### src/rtl/keypad_entry_controller.sv
`timescale 1ns/1ps
// keypad_entry_controller
// Scans a 4x4 active-low hex keypad one column at a time, debounces whole
// sweeps, and shifts accepted digits into a 4-digit entry that commits to
// operand num1 or num2.
// Ports:
//   clk, rst_n    clock, async active-low reset
//   row   [3:0]   keypad rows, active-low, bit3=R1 .. bit0=R4
//   col   [3:0]   column drive, active-low one-cold, bit3=C1 .. bit0=C4
//   sel_num       target operand for the next entry (0=num1, 1=num2)
//   clear         abort the current entry
//   key_valid     one-cycle pulse per accepted press
//   key_code[3:0] last accepted key
//   entry  [15:0] digits entered so far, newest in [3:0]
//   digit_cnt[2:0] digits in the current entry (0..3)
//   num1, num2    committed operands
//   num_done      one-cycle pulse when num1/num2 is written
//   num_sel_q     operand latched by the current/most recent entry
module keypad_entry_controller #(
   parameter int unsigned SETTLE_CYCLES   = 100000,
   parameter int unsigned DEBOUNCE_SWEEPS = 4
) (
   input  logic        clk,
   input  logic        rst_n,
   input  logic [3:0]  row,
   output logic [3:0]  col,
   input  logic        sel_num,
   input  logic        clear,
   output logic        key_valid,
   output logic [3:0]  key_code,
   output logic [15:0] entry,
   output logic [2:0]  digit_cnt,
   output logic [15:0] num1,
   output logic [15:0] num2,
   output logic        num_done,
   output logic        num_sel_q
);

   localparam int unsigned SW = (SETTLE_CYCLES > 1) ? $clog2(SETTLE_CYCLES) : 1;
   localparam int unsigned DW = $clog2(DEBOUNCE_SWEEPS + 1);
   localparam logic [SW-1:0] SETTLE_LAST = SW'(SETTLE_CYCLES - 1);
   localparam logic [DW-1:0] DB_TARGET   = DW'(DEBOUNCE_SWEEPS);

   typedef enum logic [2:0] {S_IDLE, S_C1, S_C2, S_C3, S_C4} scan_e;
   typedef enum logic {DB_RELEASED, DB_PRESSED} db_e;

   scan_e         r_scan, w_scan_nxt, w_scan_adv;
   logic [SW-1:0] r_settle, w_settle_nxt;
   logic [3:0]    r_col, w_col_nxt;
   logic [1:0]    w_col_idx;
   logic          w_sample;

   db_e           r_db, w_db_nxt;
   logic [DW-1:0] r_db_cnt, w_db_cnt_nxt, w_cnt_inc;
   logic [3:0]    r_db_code, w_db_code_nxt;
   logic          w_accept;

   logic [1:0]    r_acc_n;
   logic [3:0]    r_acc_code;
   logic [3:0]    w_row_low;
   logic [1:0]    w_row_n, w_row_idx, w_base_n, w_sum_n;
   logic [2:0]    w_sum3;
   logic [3:0]    w_key, w_base_code, w_sum_code;
   logic          w_sweep_done, w_sweep_key;

   logic          r_key_valid;
   logic [3:0]    r_key_code;
   logic [15:0]   r_entry, r_num1, r_num2;
   logic [2:0]    r_digit_cnt;
   logic          r_num_done, r_sel, r_commit;

   // Key legend: column index C1..C4, row index R1..R4
   function automatic logic [3:0] f_key_map(input logic [1:0] c, input logic [1:0] r);
      logic [3:0] k;
      k = 4'h0;
      case ({c, r})
         4'h0: k = 4'h1;  4'h1: k = 4'h4;  4'h2: k = 4'h7;  4'h3: k = 4'hF;
         4'h4: k = 4'h2;  4'h5: k = 4'h5;  4'h6: k = 4'h8;  4'h7: k = 4'h0;
         4'h8: k = 4'h3;  4'h9: k = 4'h6;  4'hA: k = 4'h9;  4'hB: k = 4'hE;
         4'hC: k = 4'hA;  4'hD: k = 4'hB;  4'hE: k = 4'hC;  4'hF: k = 4'hD;
         default: k = 4'h0;
      endcase
      return k;
   endfunction

   // Scan FSM: state register
   always_ff @(posedge clk or negedge rst_n) begin
      if (!rst_n) begin
         r_scan   <= S_IDLE;
         r_settle <= '0;
         r_col    <= 4'b1111;
      end else begin
         r_scan   <= w_scan_nxt;
         r_settle <= w_settle_nxt;
         r_col    <= w_col_nxt;
      end
   end

   // Scan FSM: next state, settle counter, sample strobe
   always_comb begin
      w_scan_nxt   = r_scan;
      w_settle_nxt = r_settle;
      w_scan_adv   = S_C1;
      w_col_idx    = 2'd0;
      w_sample     = 1'b0;
      w_col_nxt    = 4'b1111;
      case (r_scan)
         S_C1:    begin w_scan_adv = S_C2; w_col_idx = 2'd0; end
         S_C2:    begin w_scan_adv = S_C3; w_col_idx = 2'd1; end
         S_C3:    begin w_scan_adv = S_C4; w_col_idx = 2'd2; end
         S_C4:    begin w_scan_adv = S_C1; w_col_idx = 2'd3; end
         default: ;
      endcase
      if (r_scan == S_IDLE) begin
         w_scan_nxt   = S_C1;
         w_settle_nxt = '0;
      end else if (r_settle == SETTLE_LAST) begin
         w_sample     = 1'b1;
         w_settle_nxt = '0;
         w_scan_nxt   = w_scan_adv;
      end else begin
         w_settle_nxt = r_settle + SW'(1);
      end
      case (w_scan_nxt)
         S_C1:    w_col_nxt = 4'b0111;
         S_C2:    w_col_nxt = 4'b1011;
         S_C3:    w_col_nxt = 4'b1101;
         S_C4:    w_col_nxt = 4'b1110;
         default: w_col_nxt = 4'b1111;
      endcase
   end

   // Per-column row decode: 0, 1 (with row index) or 2 meaning "several"
   assign w_row_low = ~row;
   always_comb begin
      w_row_n   = 2'd2;
      w_row_idx = 2'd0;
      case (w_row_low)
         4'b0000: w_row_n = 2'd0;
         4'b1000: begin w_row_n = 2'd1; w_row_idx = 2'd0; end
         4'b0100: begin w_row_n = 2'd1; w_row_idx = 2'd1; end
         4'b0010: begin w_row_n = 2'd1; w_row_idx = 2'd2; end
         4'b0001: begin w_row_n = 2'd1; w_row_idx = 2'd3; end
         default: ;
      endcase
   end

   // Sweep accumulation; C1 starts a fresh sweep, C4 closes it
   assign w_key       = f_key_map(w_col_idx, w_row_idx);
   assign w_base_n    = (w_col_idx == 2'd0) ? 2'd0 : r_acc_n;
   assign w_base_code = (w_col_idx == 2'd0) ? 4'h0 : r_acc_code;
   assign w_sum3      = 3'(w_base_n) + 3'(w_row_n);
   assign w_sum_n     = (w_sum3 >= 3'd2) ? 2'd2 : w_sum3[1:0];
   assign w_sum_code  = (w_base_n == 2'd0) ? w_key : w_base_code;
   assign w_sweep_done = w_sample && (w_col_idx == 2'd3);
   assign w_sweep_key  = (w_sum_n == 2'd1);

   always_ff @(posedge clk or negedge rst_n) begin
      if (!rst_n) begin
         r_acc_n    <= 2'd0;
         r_acc_code <= 4'h0;
      end else if (w_sample) begin
         r_acc_n    <= w_sum_n;
         r_acc_code <= w_sum_code;
      end
   end

   // Debouncer FSM: state register
   always_ff @(posedge clk or negedge rst_n) begin
      if (!rst_n) begin
         r_db      <= DB_RELEASED;
         r_db_cnt  <= '0;
         r_db_code <= 4'h0;
      end else begin
         r_db      <= w_db_nxt;
         r_db_cnt  <= w_db_cnt_nxt;
         r_db_code <= w_db_code_nxt;
      end
   end

   // Debouncer FSM: decisions are taken once per sweep at the C4 sample
   assign w_cnt_inc = r_db_cnt + DW'(1);
   always_comb begin
      w_db_nxt      = r_db;
      w_db_cnt_nxt  = r_db_cnt;
      w_db_code_nxt = r_db_code;
      w_accept      = 1'b0;
      if (w_sweep_done) begin
         case (r_db)
            DB_RELEASED: begin
               if (w_sweep_key) begin
                  w_db_code_nxt = w_sum_code;
                  if ((r_db_cnt != '0) && (w_sum_code == r_db_code)) begin
                     w_db_cnt_nxt = w_cnt_inc;
                  end else begin
                     w_db_cnt_nxt = DW'(1);
                  end
                  if (w_db_cnt_nxt == DB_TARGET) begin
                     w_db_nxt     = DB_PRESSED;
                     w_db_cnt_nxt = '0;
                     w_accept     = 1'b1;
                  end
               end else begin
                  w_db_cnt_nxt = '0;
               end
            end
            DB_PRESSED: begin
               // Any key seen (even a different one) holds the press
               if (!w_sweep_key) begin
                  w_db_cnt_nxt = w_cnt_inc;
                  if (w_cnt_inc == DB_TARGET) begin
                     w_db_nxt     = DB_RELEASED;
                     w_db_cnt_nxt = '0;
                  end
               end else begin
                  w_db_cnt_nxt = '0;
               end
            end
            default: w_db_nxt = DB_RELEASED;
         endcase
      end
   end

   always_ff @(posedge clk or negedge rst_n) begin
      if (!rst_n) begin
         r_key_valid <= 1'b0;
         r_key_code  <= 4'h0;
      end else begin
         r_key_valid <= w_accept;
         if (w_accept) r_key_code <= w_sum_code;
      end
   end

   // Entry sequencer; commit lands the cycle after the 4th digit
   always_ff @(posedge clk or negedge rst_n) begin
      if (!rst_n) begin
         r_entry     <= 16'h0;
         r_digit_cnt <= 3'd0;
         r_num1      <= 16'h0;
         r_num2      <= 16'h0;
         r_num_done  <= 1'b0;
         r_sel       <= 1'b0;
         r_commit    <= 1'b0;
      end else begin
         r_num_done <= 1'b0;
         if (r_commit) begin
            if (r_sel) r_num2 <= r_entry;
            else       r_num1 <= r_entry;
            r_num_done  <= 1'b1;
            r_digit_cnt <= 3'd0;
            r_commit    <= 1'b0;
         end
         if (clear) begin
            r_entry     <= 16'h0;
            r_digit_cnt <= 3'd0;
         end else if (r_key_valid) begin
            r_entry <= {r_entry[11:0], r_key_code};
            if (r_digit_cnt == 3'd0) r_sel <= sel_num;
            if (r_digit_cnt == 3'd3) r_commit    <= 1'b1;
            else                     r_digit_cnt <= r_digit_cnt + 3'd1;
         end
      end
   end

   assign col       = r_col;
   assign key_valid = r_key_valid;
   assign key_code  = r_key_code;
   assign entry     = r_entry;
   assign digit_cnt = r_digit_cnt;
   assign num1      = r_num1;
   assign num2      = r_num2;
   assign num_done  = r_num_done;
   assign num_sel_q = r_sel;

endmodule

### config.mk
export PLATFORM = sky130hd
export DESIGN_NAME = keypad_entry_controller
export DESIGN_NICKNAME = d
export VERILOG_FILES = /design/src/rtl/keypad_entry_controller.sv
export SDC_FILE = /design/constraint.sdc
export NUM_CORES = 1
export LEC_CHECK = 0
export CAP_MARGIN = 20
export CORE_MARGIN = 4
export CORE_UTILIZATION = 43
export DETAILED_ROUTE_END_ITERATION = 8
export PLACE_DENSITY_LB_ADDON = 0.08
export SYNTH_ARGS = -nofsm -noshare
export SYNTH_HDL_FRONTEND = slang
export SYNTH_SLANG_ARGS = --single-unit
### constraint.sdc
create_clock -name clk -period 2.95 [get_ports clk]
set_input_delay 0.4425 -clock clk [delete_from_list [all_inputs] [get_ports clk]]
set_output_delay 0.4425 -clock clk [all_outputs]
set_load 0.02 [all_outputs]
Word-level counts from Yosys, hierarchy flattened
Memory sizes are Yosys's and may differ from the RTL's.
Index checks and enable logic that the tools add are counted.
Word-level totals
  register bits: 97
  bits in latches: 0
  RAM bits: 0
  bits in read-only memories: 64
  bits of input ports: 8
  output and inout port bits: 62
  word-level logic and storage cells: 101
  memories kept: 1
Operators by class
  add/subtract/negate cells: 4
  multipliers: 0
  div/mod/pow operators: 0
  $lt $le $gt $ge: 1
  eq/ne operators: 19
  shift operators: 0
  mux-type cells: 41
  bitwise gates (word level): 4
  reduce and logical (&&, ||, !) cells: 14
Memories
  (no name shown): words 16, width 4, rd ports 1, clocked after memory_dff 0, write ports 0, line 76  | case ({c, r})
Operators with widths (number)
  $mux W3: 14
  $mux W17: 2
  $mux W16: 2
  $add A17 B1 Y17 const B: 1
  $eq A17 B17 Y1 const B: 1
  $pmux W4 S4: 1
  $eq A3 B2 Y1 const B: 5
  $eq A3 B3 Y1 const B: 4
  $mux W1: 12
  $pmux W2 S3: 2
  $pmux W3 S3: 1
  $mux W4: 2
  $add A3 B1 Y3 const B: 2
  $eq A3 B1 Y1 const B: 2
  $logic_not A3 Y1: 2
  $pmux W3 S2: 1
  $reduce_and A3 Y1: 2
  $eq A4 B1 Y1 const B: 1
  $eq A4 B2 Y1 const B: 1
  $eq A4 B3 Y1 const B: 1
  $eq A4 B4 Y1: 1
  $eq A4 B4 Y1 const B: 1
  $logic_not A2 Y1: 2
  $logic_not A4 Y1: 1
  other kinds (14): 19

Logic depth before layout (Yosys ltp)
  depth in word-level cells: 17
  mapped depth: 16
  gate-level depth less buffers: 14

Worst setup path after synthesis
Ideal clock, no wire load.
  path type: input to register
  from: input port row[2]
  to: register r_key_code[1], in the netlist key_code[1]
  library setup time: 125 ps
  arrival: 3038 ps
  required time: 2825 ps
  path slack: -212 ps
  stages: 16
  path buffers: 2
  path through: buf_2 > nor2b_1 > o21ai_0 > o21ai_0 > nand2_1 > nand2_1 > ha_1 > fa_1 > nor2_1 > nand2_1 > nor2_1 > and2_1 > buf_2 > and3_1 > nand4b_1 > mux2_2
On the way
  cells in the longest elaborated chain, start to end: 16
  elaborated cells on any way between the ends: 26
  classes of those cells: add/sub: 1; order compare: 1; eq/ne: 7; mux: 12; bitwise: 1; reduce/logical: 3; memory: 1
Ends and longest elaborated chain
  from (decl): line 25  | input logic [3:0] row,
  $not A4 Y4 (*): line 134  | assign w_row_low = ~row;
  $eq A4 B1 Y1 (tied with other cells): line 138  | case (w_row_low)
  $pmux W2 S3: line 138
  $mem_v2 Z16 W4
  $mux W4: line 154  | assign w_sum_code = (w_base_n == 2'd0) ? w_key : w_base_code;
  $eq A4 B4 Y1: line 193  | if ((r_db_cnt != '0) && (w_sum_code == r_db_code)) begin
  $logic_and A1 B1 Y1: line 193
  $mux W3: line 193
  $mux W3: line 191  | if (w_sweep_key) begin
  $mux W3: line 189  | case (r_db)
  $mux W3: line 188  | if (w_sweep_done) begin
  $eq A3 B3 Y1: line 198  | if (w_db_cnt_nxt == DB_TARGET) begin
  $mux W1: line 198
  $mux W1: line 191
  $mux W1: line 189
  $mux W1: line 188
  to (signal assigned): line 230  | if (w_accept) r_key_code <= w_sum_code;
  to (decl): line 67  | logic [3:0] r_key_code;
Every way passes the cells marked *; elsewhere a longest branch is shown, timed or not. The select of a mux whose other input is x is not followed.
A chain may end at the register's enable or synchronous reset.

Final worst setup path
  from: register r_scan[1]
  to: register r_key_code[0], in the netlist key_code[0]
On the way
  cells in the longest elaborated chain, start to end: 17
  elaborated cells on any way between the ends: 29
  classes of those cells: add/sub: 1; order compare: 1; eq/ne: 7; mux: 14; reduce/logical: 5; memory: 1
Ends and longest elaborated chain
  from (decl): line 47  | scan_e r_scan, w_scan_nxt, w_scan_adv;
  from (signal assigned): line 93  | r_scan <= w_scan_nxt;
  branches (longest 17 deep; another with $mem_v2 Z16 W4)
Parallel ways; which one is timed is not known. The select of a mux whose other input is x is not followed.

==> key figures <==
Cells and area
  – Commonest non-fill, non-tap cell in the layout: dfrtp_1
  – Diode count: 0
  – Final nets: roughly 550
  – Area grow syn2layout: 29.0%
  – Most frequent cells in the layout: dfrtp_1, clkdlybuf4s50_1, nor2_1
  – Share of layout cells above drive strength 1: ~22%
  – Post-Layout Cell Count: approximately 680
  – Filler cells: between 900 and 1000

Global route
  – Initial antenna violation count: 0
  – Largest net degree at the start of global routing: 53
  – Grt peak-use layer: met2
  – First-pass GRT wire length: around 18 mm
  – Vias in the first global route: 3555
  – Met3 usage: approximately 3.6%
  – Congestion Overflow GR: 0
  – Total track usage: around 17%
  – GRT met2 Usage: between 20% and 30%
  – GRT met1 Usage: between 20% and 30%

Floorplan
  – Die height: between 100 and 150 um
  – Die W: approximately 110 um
  – Site Rows: 37
  – I/O Pins: 70
  – Die ar.: between 0.01 and 0.015 mm2
  – Starting Density: 44.7%
  – Area of the core: ~0.010 mm2

Timing
  – RSZ-0062 raised after global routing: true
  – Worst slew pin tran: between 0.7 and 0.8 ns
  – Post-Route Setup TNS: 0 ns
  – Clk_skew: between 0.008 and 0.009 ns
  – Hold Fails Final Rpt: 0
  – Fin crit share: 97.3%
  – Post-route minimum period: about 2.9 ns
  – Fin. max-slew vios: 0
  – Fin Hold WS: between 0.1 and 0.15 ns
  – Slew HR: between 40% and 50%
  – FMAX: 348 MHz
  – Endpoints failing setup: 0

Yosys
  – Mapped Cells: between 400 and 500
  – Cell taking the most area after synthesis: dfrtp_1
  – Synth Register Bits: 97
  – Mapped Avg Cell Area: ~11 um2
  – Syn_nets: 447
  – Main synth FF type: dfrtp_1
  – Post-synth top area share: approximately half
  – Synth Warn #: 0
  – Post-synth EDFFs: 0
  – Synth Cell Area: around 0.0047 mm2
  – Unique masters post-synth: 63
  – Sequential fraction of the synthesis area: a little over half
  – Asr flop ratio synth: between 90% and 100%
  – Synth area leaders: dfrtp_1, mux2_2, nor2_1

Routing
  – Final WL: 10.0 mm
  – DRT iter0 DRCs: between 150 and 200
  – Vias/cell: about 5.2
  – DR WL/cell: 14.8 um
  – Vias: ~3500
  – Final ANT Viol Nets: 0
  – DRC errors left: 0
  – Pre-antenna DRT Iters: 4

Outcome
  – Status: complete, no violations

Power and ir drop
  – Switching share of power: 22.0%
  – Switch Pwr: around 510 uW
  – Tot Pwr: 2.33 mW
  – Comb pwr share: under 10%
  – Cell Pwr Density: 385 mW/mm2
  – Cell-internal power: around 1.8 mW
  – Lkg Pwr: ~2.8 nW
  – Seq pwr share: 57.1%
  – VDD IR max: approximately 0.00021 V
  – Clk pwr share: a little under two fifths

Clock tree
  – CTS tree: yes
  – Clock root cell: clkbuf_8
  – Num Clock Sinks: 97
  – H-tree depth: 3
  – Clock slew at reported path FFs: 0.09 ns
  – Num CTS Buffers: 9
  – CTS Hold Bufs: 0
  – Maximum clock insertion buffer count: 2
  – Clk Latency, worst-skew pair: 0.35 ns

Placement
  – Hpwl dp: roughly 7.4 mm
  – Cells after DPL: 659
  – Routability congestion estimate: 0.830
  – Port-buffer cells: ~70

Setup path
  – CP startpoint kind: register
  – Critical path type: reg -> reg
  – CP max FO: 7
  – Data arrival, critical path: just over 3 ns
  – Critical Path RT: roughly 3.2 ns
  – Critical Path Sink Type: register

Flow run
  – Maximum capacitance violations: 0

Min path
  – Hold Crit Class: in -> async
[state kept, by name, indices dropped and copies added, names as in the netlist]
| name | count |
|---|---|
| num_done | 1 |
| r_db_cnt | 3 |
| col | 4 |
| digit_cnt | 3 |
| r_db_code | 4 |
| num1 | 16 |
| key_valid | 1 |
| num2 | 16 |
| key_code | 4 |
| r_commit | 1 |
| r_acc_n | 2 |
| r_scan | 3 |
| r_settle | 17 |
| r_acc_code | 4 |
| entry | 16 |
| r_db | 1 |
| num_sel_q | 1 |
[worst max-delay path, stage by stage, from the launching register on]
cell and delay, ns:
dfrtp_1 0.38, buf_4 0.14, buf_4 0.15, or3b_4 0.42
a2bb2oi_1 0.16, o311a_1 0.17, mux2i_1 0.15, or4b_1 0.56
o41a_1 0.42, o22a_1 0.20
[power groups by stage]
stage          clock (mW)  combinational [mW]  sequential [mW]
2_1_floorplan           0              0.0420             1.36
3_3_place_gp            0               0.109             1.35
3_5_place_dp            0               0.111             1.35
4_1_cts             0.923               0.113             1.33
5_1_grt             0.985               0.125             1.33
6_report            0.886               0.111             1.33
[final timing paths]
check | from | end | slack [ns] | cells past startpoint
hold / removal | rst_n | num1[11] | 0.10 | 1
min in group clk | r_settle[0] | r_settle[0] | 0.48 | 1
setup / recovery | r_scan[1] | key_code[0] | 0.08 | 9
setup reg to reg | r_scan[1] | key_code[0] | 0.08 | 9
hold reg to reg | r_settle[0] | r_settle[0] | 0.48 | 1
max in group asynchronous | rst_n | col[0] | 2.03 | 2
[Yosys cell counts, types with 4 or more instances]
master,n
xnor2_1,10
xor2_1,9
or3_1,7
nand2b_1,5
nand3_1,14
nand4_1,5
clkbuf_1,10
nand4b_1,5
and3_1,6
nor3_1,9
nand2_1,23
a21oi_1,15
nor2b_1,4
dfrtp_1,93
nor2_1,57
inv_1,14
dfstp_2,4
mux2i_1,19
ha_1,7
o21ai_0,20
mux2_2,43
[logic make-up after synthesis]
kind of cell,after synthesis,share of synthesized area [%]
and+or+nand+nor,153,16.7
xor gates and xnor gates,19,3.56
DFF,97,52.0
muxes,62,14.4
AOI/OAI and AO/OA,61,8.21
adders and majority gates,8,2.30
buffers and inverters,31,2.81
[metrics by stage]
step	worst slack (ns)	util, %	area, um2
floorplan	-0.0960	-	4720
global placement	-0.358	55.2	5780
detailed placement	-0.436	55.2	5780
CTS	0.00453	57.4	6000
global route	-0.0843	57.7	6030
finish	0.0788	57.7	6030
[cell type report]
class / instances / area, um2 / share of cell area [%]
timing repair buffer: 111 / 1010 / 16.7
clock inverter: 4 / 51.3 / 0.850
tap: 136 / 170 / 2.82
sequential: 97 / 2430 / 40.3
clock buffer: 12 / 155 / 2.57
multi-input combinational: 303 / 2160 / 35.8
inverter: 15 / 56.3 / 0.933
[metal layers]
layer	up-vias	share of wire, %
li1	1733	-
met1	1682	47
met2	81	47
met3	9	4.8
met4	0	0.93
met5	-	0
[what timing repair did]
action,4_1_cts,5_1_grt
setup buffers,1,2
pin swaps,4,10
gates resized for setup,4,8
endpoints found under the setup margin,4,6
(Power assumes the default switching activity.)
